--- src/rtl/uart_bus_bridge.sv ---
// Byte-stream command decoder that turns host packets from a UART receiver into word reads/writes
// on the cmd/rsp bus, returning an ack byte or read data to a UART transmitter.
module uart_bus_bridge #(
  parameter int BYTE_TIMEOUT = 480000
) (
  input  logic        clk,
  input  logic        resetn,
  input  logic        rx_valid,
  input  logic [7:0]  rx_data,
  output logic        tx_valid,
  input  logic        tx_ready,
  output logic [7:0]  tx_data,
  output logic        bus_cmd_valid,
  input  logic        bus_cmd_ready,
  output logic        bus_cmd_wr,
  output logic [31:0] bus_cmd_addr,
  output logic [31:0] bus_cmd_data,
  output logic [1:0]  bus_cmd_size,
  input  logic        bus_rsp_valid,
  input  logic [31:0] bus_rsp_data,
  output logic        busy,
  output logic        overrun
);

  localparam int TW = $clog2(BYTE_TIMEOUT + 1);
  localparam logic [TW-1:0] TIMEOUT_LAST = TW'(BYTE_TIMEOUT - 1);

  localparam logic [2:0] S_IDLE = 3'd0;
  localparam logic [2:0] S_ADDR = 3'd1;
  localparam logic [2:0] S_DATA = 3'd2;
  localparam logic [2:0] S_CMD  = 3'd3;
  localparam logic [2:0] S_RSP  = 3'd4;
  localparam logic [2:0] S_TX   = 3'd5;

  logic [2:0]    state_reg;
  logic          wr_reg;
  logic [1:0]    cnt_reg;
  logic [TW-1:0] timer_reg;
  logic [31:0]   addr_reg;
  logic [31:0]   data_reg;
  logic [31:0]   tx_buf_reg;
  logic [1:0]    tx_left_reg;
  logic          overrun_reg;
  logic          rx_blocked;
  logic          timed_out;

  assign rx_blocked = (state_reg == S_CMD) || (state_reg == S_RSP) || (state_reg == S_TX);
  // A byte arriving on the deadline cycle still counts, so the abort needs silence too.
  assign timed_out  = (timer_reg == TIMEOUT_LAST) && !rx_valid;

  always_ff @(posedge clk) begin
    if (!resetn) begin
      state_reg   <= S_IDLE;
      wr_reg      <= 1'b0;
      cnt_reg     <= 2'd0;
      timer_reg   <= '0;
      addr_reg    <= 32'd0;
      data_reg    <= 32'd0;
      tx_buf_reg  <= 32'd0;
      tx_left_reg <= 2'd0;
      overrun_reg <= 1'b0;
    end else begin
      if (rx_valid && rx_blocked)
        overrun_reg <= 1'b1;
      case (state_reg)
        S_IDLE: begin
          cnt_reg   <= 2'd0;
          timer_reg <= '0;
          if (rx_valid) begin
            case (rx_data)
              8'h01: begin wr_reg <= 1'b1; state_reg <= S_ADDR; end
              8'h02: begin wr_reg <= 1'b0; state_reg <= S_ADDR; end
              8'h03: begin
                tx_buf_reg  <= 32'h0000_00A5;
                tx_left_reg <= 2'd0;
                state_reg   <= S_TX;
              end
              default: begin
                tx_buf_reg  <= 32'h0000_00EE;
                tx_left_reg <= 2'd0;
                state_reg   <= S_TX;
              end
            endcase
          end
        end
        S_ADDR, S_DATA: begin
          if (rx_valid) begin
            if (state_reg == S_ADDR)
              addr_reg[{cnt_reg, 3'b000} +: 8] <= rx_data;
            else
              data_reg[{cnt_reg, 3'b000} +: 8] <= rx_data;
            cnt_reg   <= cnt_reg + 2'd1;
            timer_reg <= '0;
            if (cnt_reg == 2'd3)
              state_reg <= (state_reg == S_ADDR && wr_reg) ? S_DATA : S_CMD;
          end else if (timed_out) begin
            state_reg <= S_IDLE;
            timer_reg <= '0;
            cnt_reg   <= 2'd0;
          end else begin
            timer_reg <= timer_reg + 1'b1;
          end
        end
        S_CMD: begin
          if (bus_cmd_ready) begin
            if (wr_reg) begin
              tx_buf_reg  <= 32'h0000_0006;
              tx_left_reg <= 2'd0;
              state_reg   <= S_TX;
            end else begin
              state_reg <= S_RSP;
            end
          end
        end
        S_RSP: begin
          if (bus_rsp_valid) begin
            tx_buf_reg  <= bus_rsp_data;
            tx_left_reg <= 2'd3;
            state_reg   <= S_TX;
          end
        end
        S_TX: begin
          // Reply bytes leave LSB first; the buffer shifts down one byte per handshake.
          if (tx_ready) begin
            tx_buf_reg <= {8'h00, tx_buf_reg[31:8]};
            if (tx_left_reg == 2'd0)
              state_reg <= S_IDLE;
            else
              tx_left_reg <= tx_left_reg - 2'd1;
          end
        end
        default: state_reg <= S_IDLE;
      endcase
    end
  end

  assign tx_valid      = (state_reg == S_TX);
  assign tx_data       = tx_buf_reg[7:0];
  assign bus_cmd_valid = (state_reg == S_CMD);
  assign bus_cmd_wr    = wr_reg;
  assign bus_cmd_addr  = addr_reg & 32'hFFFF_FFFC;
  assign bus_cmd_data  = data_reg;
  assign bus_cmd_size  = 2'b10;
  assign busy          = (state_reg != S_IDLE);
  assign overrun       = overrun_reg;

endmodule
--- config.mk ---
export PLATFORM = sky130hd
export DESIGN_NAME = uart_bus_bridge
export DESIGN_NICKNAME = d
export VERILOG_FILES = /design/src/rtl/uart_bus_bridge.sv
export SDC_FILE = /design/constraint.sdc
export NUM_CORES = 1
export LEC_CHECK = 0
export ABC_AREA = 1
export CAP_MARGIN = 40
export CORE_MARGIN = 3
export CORE_UTILIZATION = 45
export CTS_CLUSTER_DIAMETER = 40
export DETAILED_ROUTE_END_ITERATION = 6
export GPL_ROUTABILITY_DRIVEN = 0
export GPL_TIMING_DRIVEN = 0
export HOLD_SLACK_MARGIN = 0.05
export PLACE_DENSITY = 0.72
export SETUP_SLACK_MARGIN = 0.1
export SLEW_MARGIN = 20
export SYNTH_ARGS = -nofsm -noshare
export SYNTH_HDL_FRONTEND = slang
export SYNTH_SLANG_ARGS = --single-unit
--- constraint.sdc ---
create_clock -name clk -period 5.9 [get_ports clk]
set_input_delay 0.885 -clock clk [delete_from_list [all_inputs] [get_ports clk]]
set_output_delay 0.885 -clock clk [all_outputs]
set_load 0.005 [all_outputs]
* Word-level counts from Yosys, hierarchy flattened
Cells that the tools add are included.
** Storage, ports and cells
- Bits in registers :: 124
- Bits in latches :: 0
- Memory bits (writable) :: 0
- ROM bits :: 0
- Output and inout port bits :: 79
- Logic and storage cells :: 93
- Memories :: 0
** Cells by class
- Add/subtract/negate cells :: 4
- Multiply operators :: 0
- Divide/modulo/power cells :: 0
- Order comparisons :: 0
- Equal/unequal tests :: 20
- Shift operators :: 2
- Mux-type cells :: 36
- Bitwise gates (word level) :: 1
- Reduce and logical (&&, ||, !) cells :: 21
** Operators by type and width (number)
- 32-bit two-way mux :: 5
- 32-bit case mux with 4 select lines :: 1
- 32-bit bitwise mux :: 2
- 32-bit case mux with 2 select lines :: 1
- 19-bit two-way mux :: 2
- 19-bit case mux with 2 select lines :: 1
- 8-bit by 7-bit variable shift with 32-bit output, first input constant :: 1
- 8-bit by 7-bit variable part select with 32-bit output :: 1
- 3-bit two-way mux :: 9
- 19-bit by 1-bit adder with 19-bit output, second input constant :: 1
- 19-bit == test, second input constant :: 1
- 2-bit two-way mux :: 9
- 8-bit by 2-bit == test with 1-bit output, second input constant :: 2
- 3-bit case mux with 5 select lines :: 1
- 7-bit AND reduction :: 2
- 3-bit AND reduction :: 3
- 8-bit by 1-bit == test with 1-bit output, second input constant :: 1
- 2-bit by 1-bit inequality test with 1-bit output, second input constant :: 4
- 2-bit inequality test, second input constant :: 4
- 2-bit case mux with 4 select lines :: 1
- 8-bit AND reduction :: 1
- 5-bit negation with 7-bit output :: 1
- 3-bit by 2-bit == test with 1-bit output, second input constant :: 2
- 3-bit == test, second input constant :: 2
- other kinds (19) :: 26

* Longest topological paths before layout
- Depth after elaboration :: 6
- Depth in mapped cells :: 11

* Worst setup path after synthesis
OpenSTA, ideal clock, no wires.
- Path type :: register to register
- Start point :: reg cnt_reg[0]
- End point :: reg addr_reg[20]
- Library setup time :: 0.116 ns
- Arrival time :: 1.946 ns
- Setup slack :: 3.838 ns
- Stages on the path, launching flop included :: 11
- Path buffers :: 2
- Cells stage by stage :: dfxtp_1 > clkbuf_1 > inv_1 > ha_1 > inv_1 > nor2_1 > inv_1 > buf_1 > nor3_1 > nor2_1 > nor2_1
** Between the ends
- Word-level cells in the longest chain between the ends :: 3
- Elaborated cells between the ends (all ways) :: 4
** RTL lines
- start: declaration :: line 37 : logic [1:0] cnt_reg;
- start signal: assignment :: line 92 : cnt_reg <= cnt_reg + 2'd1;
- 5-bit negation with 7-bit output (*) :: line 89 : addr_reg[{cnt_reg, 3'b000} +: 8] <= rx_data;
- 8-bit by 7-bit variable part select with 32-bit output or 8-bit by 7-bit variable shift with 32-bit output (tied branches) :: line 89
- 32-bit bitwise mux (*) :: line 89
- end signal: indexed assignment :: line 89
- end: declaration :: line 39 : logic [31:0] addr_reg;
Mark *: on every way between the ends. The rest lies on a longest branch, timed or not.
A chain may end at the register's enable or synchronous reset.

* Worst setup path after layout
- Start point :: reg state_reg[2]
- End point :: out tx_valid
** Between the ends
- Word-level cells in the longest chain between the ends :: 1
** RTL lines
- start: declaration :: line 35 : logic [2:0] state_reg;
- start signal: assignment :: line 95 : state_reg <= (state_reg == S_ADDR && wr_reg) ? S_DATA : S_CMD;
- 3-bit == test :: line 137 : assign tx_valid = (state_reg == S_TX);
- end: declaration :: line 10 : output logic tx_valid,
No other way between the ends.

==> summary.txt <==
Status
  • Outcome: completed

Run
  • Max-cap violations: 0

Power
  • VDD IR-drop max: 0.0003304 V
  • Lkg Pwr: 3.058 nW
  • Pwr dens: 427.0 nW/um2
  • Pwr Total: 3.290 mW

Final layout
  • Ant diodes: 0
  • Util after Layout: 63.10%
  • NumNets Final: 1037
  • Final Instance Area: 7706 um2
  • Layout cell share with drive strength beyond 1: 6.713%
  • Synthesis-to-layout area growth: 34.68%

Routing
  • Routed wire length: 15810 um
  • DR DRC count: 0
  • DRT antenna net count: 0
  • DRT iter0 DRCs: 428
  • Via/cell ratio: 4.936
  • Routed WL per cell: 13.56 um
  • Total number of vias: 5755
  • Drt pass-1 iters: 7

Timing
  • Setup TNS: 0 ns
  • Fin crit share: 50.32%
  • Final Max Slew Viols: 0
  • RSZ-0062 raised after global routing: no
  • Minimum clock period: 2.969 ns
  • Rel. slew slack: 59.88%
  • Fmax: 336.8 MHz
  • Worst slew pin tran: 0.5956 ns
  • Fin. Hold Viols: 0
  • Setup Skew: 0.005659 ns
  • Setup violators final: 0

Clock network
  • CTS root buffer: clkbuf_16
  • Post-CTS setup buffer count: 0
  • Cts bufs inserted: 17
  • Clock Sink Count: 122
  • Clk_lat worst skew: 0.42 ns
  • CTS tree: done
  • Maximum clock path buffer count: 2
  • Hold_buf cts: 0
  • Worst-path clk slew: 0.05 ns
  • Resized Gates After CTS: 0
  • H-tree depth: 4

Floorplanning
  • Placeable Area: 12210 um2
  • Initial core utilization: 46.85%
  • Die width: 118.8 um
  • # rows: 40
  • Die Ht: 118.8 um
  • Die area: 14100 um2
  • I/O pin cnt: 125

Placed design
  • Buffers on Ports: 119
  • DP HPWL: 11610 um
  • Placed Instance Area: 7131 um2

Yosys
  • Count leader, synth: nand2_1
  • Seq/Total Area, Yosys: 42.69%
  • Post-Synthesis Cells: 845
  • Main area contributors after synthesis: dfxtp_1 (43%), nand2_1 (13%), nor2_1 (11%), a21oi_1 (6.6%), o21ai_0 (4.7%)
  • Post-Syn Area per Cell: 6.771 um2
  • Synthesized area: 5722 um2
  • #FFs+latches synth: 122
  • Largest area contributor in the netlist: dfxtp_1
  • Post-synth EDFFs: 0
  • FFs w/ async S/R, synth: 0%
  • Post-synthesis cell type count: 28
  • Ys flop type: dfxtp_1
  • Top cells by count, synth: nand2_1 (191), nor2_1 (167), dfxtp_1 (122)
  • Synth warnings: 0
  • Top-area cell type share of the netlist area: 42.69%

Setup path
  • CP max FO: 10
  • CP Capture Point: tx_valid
  • CP required: 5.02 ns
  • Reg2reg setup slack: 3.32 ns
  • Worst R2R Start: cnt_reg[0]
  • Worst flop-to-flop path endpoint: bus_cmd_data[20]
  • R2r worst-path depth: 10
  • Startpoint Class: flop
  • Critical path class: flop to output pin
  • Critical Path AT: 2.08 ns
  • Crit end category: output pin
  • Worst setup startpoint: state_reg[2]

Global route
  • Vias in the first global route: 5200
  • Largest net degree at the start of global routing: 17
  • Initial antenna violation count: 0
  • GRT Total Usage: 22.41%
  • GRT overflow: 0
  • First-pass GRT wire length: 25490 um

Hold path
  • Worst hold path type: flop to flop
-- per-stage QoR --
step | worst slack [ns] | instances | hold slack (ns)
after floorplan | 3.838 | 847 | 0.4396
after global placement | 2.869 | 1134 | 0.4484
after detailed placement | 2.885 | 1134 | 0.4531
after CTS | 2.925 | 1166 | 0.4598
after global routing | 2.844 | 1166 | 0.4753
final | 2.931 | 1166 | 0.4576
-- cells in the final DEF (no fill, tap or decap), types with 17 or more instances in the layout --
cell               n
clkbuf_1          23
a21oi_1           75
nand3_1           40
inv_1             66
dfxtp_1          122
nor3_1            19
nor2_1           167
clkdlybuf4s50_1  119
nand2_1          191
o21ai_0           54
clkbuf_16         17
a22o_1            17
-- where the power goes --
group / internal [mW] / switching, mW
Clock: 0.652 / 0.359
Combinational: 0.454 / 0.762
Sequential: 0.974 / 0.0893
-- per-layer routing --
layer	share of wire [%]	track usage, %	vias to the layer above
met1	47	29.64	2581
met3	6.3	6.746	23
met4	1.4	7.096	0
met5	0	0	-
met2	46	35.13	159
li1	-	-	2992
-- kinds of logic after synthesis --
logic type	share of synthesized area (%)
fa+ha+maj	1.312
xor+xnor	0.9184
compound gates	14.87
buf+inv	8.638
simple gates	31.45
other cells	0.1313
flops	42.69
-- worst max-delay path, stage by stage (launching register included) --
cell and delay [ns]:
dfxtp_1 0.31, buf_4 0.18, nand2_2 0.12, nor2_4 0.22, buf_2 0.29, clkdlybuf4s50_1 0.54
-- area by class of cell --
type / count / area (um2)
fill: 1174 / 4506
buffer: 44 / 235.2
sequential: 122 / 2442
tap: 168 / 210.2
clock buffer: 25 / 485.5
clock inverter: 7 / 90.09
timing repair buffer: 119 / 1191
multi-input combinational: 612 / 2793
inverter: 69 / 259.0
-- worst min-delay path by stage --
stage | slack, ns | start | cells after the start | end
floorplan | 0.44 | timer_reg[18] | 2 | timer_reg[18]
global placement | 0.45 | addr_reg[30] | 2 | addr_reg[30]
detailed placement | 0.45 | addr_reg[30] | 2 | addr_reg[30]
CTS | 0.46 | addr_reg[30] | 2 | addr_reg[30]
global route | 0.48 | addr_reg[30] | 2 | addr_reg[30]
finish | 0.46 | addr_reg[30] | 2 | addr_reg[30]
No activity file was read; power rests on OpenSTA's default activity.
